==> src/rtl/axis_frame_checker_pkg.sv <==
// rtl/axis_frame_checker_pkg.sv - shared constants, FSM encoding and LFSR step for the frame checker
package axis_frame_checker_pkg;

    localparam logic [31:0] EXPECT_DATA_DEFAULT = 32'h00FF00FF;
    localparam logic [7:0]  LFSR_SEED           = 8'hA5;
    // x^8+x^6+x^5+x^4+1 expressed as the register bits feeding the XOR
    localparam logic [7:0]  LFSR_TAPS           = 8'hB8;

    typedef enum logic [1:0] {
        ST_IDLE   = 2'd0,
        ST_RECV   = 2'd1,
        ST_RESYNC = 2'd2
    } fc_state_t;

    function automatic logic [7:0] lfsr_step(input logic [7:0] cur);
        return {cur[6:0], ^(cur & LFSR_TAPS)};
    endfunction

endpackage

==> src/rtl/axis_lfsr_throttle.sv <==
// rtl/axis_lfsr_throttle.sv - pseudo-random ready throttle, stalls roughly one cycle in four
module axis_lfsr_throttle
    import axis_frame_checker_pkg::*;
(
    input  logic clk,
    input  logic rstn,
    output logic ready_o
);

    logic [7:0] lfsr;

    always_ff @(posedge clk) begin
        if (!rstn) begin
            lfsr <= LFSR_SEED;
        end else begin
            lfsr <= lfsr_step(lfsr);
        end
    end

    assign ready_o = (lfsr[1:0] != 2'b00);

endmodule

==> config.mk <==
export PLATFORM = sky130hd
export DESIGN_NAME = axis_lfsr_throttle
export DESIGN_NICKNAME = d
export VERILOG_FILES = /design/src/rtl/axis_frame_checker_pkg.sv /design/src/rtl/axis_lfsr_throttle.sv
export SDC_FILE = /design/constraint.sdc
export NUM_CORES = 1
export LEC_CHECK = 0
export BUFFER_PORTS_ARGS = -buffer_cell sky130_fd_sc_hd__buf_2
export CAP_MARGIN = 20
export CORE_AREA = 2 2 39 41
export DETAILED_ROUTE_END_ITERATION = 10
export DIE_AREA = 0 0 41 43
export GPL_ROUTABILITY_DRIVEN = 0
export HOLD_SLACK_MARGIN = 0.03
export PLACE_DENSITY = 0.38
export SYNTH_ARGS = -nofsm -noshare
export SYNTH_HDL_FRONTEND = slang
export SYNTH_SLANG_ARGS = --single-unit
==> constraint.sdc <==
create_clock -name clk -period 1 [get_ports clk]
set_input_delay 0.2 -clock clk [delete_from_list [all_inputs] [get_ports clk]]
set_output_delay 0.2 -clock clk [all_outputs]
set_load 0.005 [all_outputs]
# Word level (Yosys, flattened, before mapping)
# Index checks and enable logic that the tools add are counted.
# W data, S select, Z words.
[op_classes]
n_reduce_logical = 2
[ops]
columns = ["cell", "count"]
rows = [
  ["$reduce_xor A8 Y1", 1],
  ["$reduce_bool A2 Y1", 1],
]
[totals]
regBits = 8
inputBits = 2
output_inout_bits = 1
word_cells = 3

# Longest topological paths before layout
[logic_depth]
word_depth = 1
mapped_depth = 3

# Least setup slack after synthesis
# Ideal clock, no wire load.
[synth_path]
path_kind = "register to register"
startpoint = "register lfsr[4]"
endpoint = "register lfsr[0]"
setup_ps = 115
t_arrival_ps = 656
t_required_ps = 885
path_slack_ps = 229
stages_incl_launch_ff = 4
cell_sequence = "dfxtp_1 -> xor2_1 -> xnor2_1 -> nand2_1"
[synth_via]
elab_chain_cells = 1
[synth_rtl]
columns = ["element", "line_no", "text"]
rows = [
  ["start: declaration", "axis_lfsr_throttle.sv:10", "logic [7:0] lfsr;"],
  ["start signal: assignment", "axis_lfsr_throttle.sv:16", "lfsr <= lfsr_step(lfsr);"],
  ["$reduce_xor A8 Y1", "axis_frame_checker_pkg.sv:16", "return {cur[6:0], ^(cur & LFSR_TAPS)};"],
]
# Every way passes these cells.
# A chain may end at the register's enable or synchronous reset.

# Worst setup path after layout
[layout_path]
startpoint = "register lfsr[0]"
endpoint = "output ready_o"
[layout_via]
elab_chain_cells = 1
[layout_rtl]
columns = ["element", "line_no", "text"]
rows = [
  ["$reduce_bool A2 Y1", "axis_lfsr_throttle.sv:20", "assign ready_o = (lfsr[1:0] != 2'b00);"],
  ["end: declaration", "axis_lfsr_throttle.sv:7", "output logic ready_o"],
]
# Every way passes these cells.

==> reports/results.ini <==
[outcome]
status = finished, violations left
violations = setup timing

[detailed_routing]
drtIter0Drc = 1
totalWireLength_um = 319
avgRoutedWirePerCell_um = 7.78
vias = 135
drt_pass1_iterations = 2
ant_nets = 0
avgViaCountPerCell = 3.29
drc = 0

[timing]
worst_hold_slack_ns = 0.190
grt_setup_unrepaired = yes
worstMarginPinSlew_ns = 0.162
setup_slack_ns = -0.0971
finalSetupViolCount = 1
relSlewSlack_pct = 89.1
period_share_pct = 110
timing.fmax_ghz = 0.911
final.setup_skew_ns = 0.00160
hold_viol_final = 0
maxSlewViolCount = 0
period_needed_ns = 1.10

[yosys]
yosysTopAreaCell = dfxtp_1
ys_types = 8
synthCells = 20
syn-num-nets = 22
yosysWarningCount = 0
seq_area_frac_synth_pct = 66.3
ys_seq_elements = 8
syn_avg_cell_area_um2 = 12.1
syn-cell-area_um2 = 241
yosysTopAreaCellShare_pct = 66.3
synthTopCellsByArea = dfxtp_1 (66%), and2_1 (7.8%), nand2b_1 (7.8%)

[worst_setup_path]
crit_arrival_ns = 0.90
required_ns = 0.80
r2r_end = lfsr[0]
endpoint_kind = output port
reg2reg_slack_ns = 0.15
start_kind = flop
r2r_start = lfsr[3]
crit_fanout = 2
crit_type = reg2out
ff2ff_path_depth = 3

[final_layout]
syn_to_final_growth_pct = 25.9
final_util_pct = 22.0
layout-drive-gt1-share_pct = 32.0
largest_reg_flops = 8
top_regs = lfsr (8)
nets = 29
n_antenna_cell = 0
regMostFlops = lfsr

[cts]
clk_latency_ns = 0.24
cts_root_buf = clkbuf_4
numCtsBuffers = 3
clockBufferDepth = 2
cts_hold_buf = 0
clk_pin_slew_ns = 0.05
htreeDepth = 1
clock-sinks = 8
cts_tree = yes
cts_setup_buffers = 0

[floorplanning]
die_area_mm2 = 0.00176
start_util_pct = 17.5
die_x_um = 41
die_h_um = 43
rows = 14
core_mm2 = 0.00138
io_pins = 3

[min_path]
hold_start = rstn
hold_class = in2reg
hold-path-cell-count = 2
min_to = lfsr[0]

[power]
finalPower_uw = 659
power.leakage_nw = 0.127
power_density_mw_per_mm2 = 2170
peakVddDrop_mv = 0.504

[job]
maxCapViolations = 0

[global_route]
grt_pass1_vias = 146
grt_max_degree = 9
grt_overflow_total = 0
antenna_found_initial = 0
grt_pass1_wl_um = 586
gr-usage-all-layers_pct = 5.45

[placement]
numPortBuffers = 2

## power breakdown
group | switching [mW] | internal, mW
Combinational | 0.0228 | 0.0412
Sequential | 0.0120 | 0.351
Clock | 0.0958 | 0.136
## per-stage QoR
stage	worst slack, ns	TNS (ns)	instances	cell area [µm²]
floorplan	0.229	0	20	241
global placement	0.121	0	38	272
detailed placement	0.117	0	38	272
CTS	-0.107	-0.107	41	297
global route	-0.134	-0.134	41	304
finish	-0.0971	-0.0971	41	304
## Yosys cell counts
| master | count |
|---|---|
| and2_1 | 3 |
| and2_2 | 1 |
| dfxtp_1 | 8 |
| nand2_1 | 1 |
| nand2b_1 | 3 |
| or2_2 | 1 |
| xnor2_1 | 1 |
| xor2_1 | 2 |
## worst max path at each step
stage                 start  endpoint  slack, ns  cells after the start
floorplan           lfsr[4]   lfsr[0]       0.23                      3
global placement    lfsr[1]   ready_o       0.12                      2
detailed placement  lfsr[1]   ready_o       0.12                      2
CTS                 lfsr[1]   ready_o      -0.11                      2
global route        lfsr[0]   ready_o      -0.13                      2
finish              lfsr[0]   ready_o       -0.1                      2
## layer usage
metal  vias up  share of wire, %  global-route usage, %  routed length (µm)
li1         71                 -                      -                   -
met1        61                42                   6.21                 134
met2         1                51                   6.25                 163
met3         2               3.4                   1.57                  11
met4         0               2.5                   8.00                   8
met5         -                 0                      0                   0
## area by class of cell
cell class,count,area [µm²]
clock buffer,3,22.5
fill,149,1080
multi-input combinational,12,83.8
sequential,8,161
tap,16,20.0
timing repair buffer,2,16.3
## cells by family after synthesis
kind of cell,count (synthesis),share of synthesized area (%)
xor+xnor,3,10.9
simple gates,9,22.8
flops,8,66.3
## timing repair
item / 4_1_cts / 5_1_grt
pin swaps: 0 / 1
endpoints found under the hold margin: 0 / 0
gates resized for setup: 1 / 2
setup endpoints to repair: 1 / 1
## cell usage in the layout, fill, tap and decap left out, drive strengths merged
cell and n:
xnor2 1, nand2 1, clkbuf 3, or2 1, and2 4, xor2 2
nand2b 3, buf 2, dfxtp 8
## critical path: stages, from the launching register on
cell	delay, ns
dfxtp_1	0.30
or2_4	0.24
buf_6	0.11
Note: power is estimated with default switching activity, not from simulation.
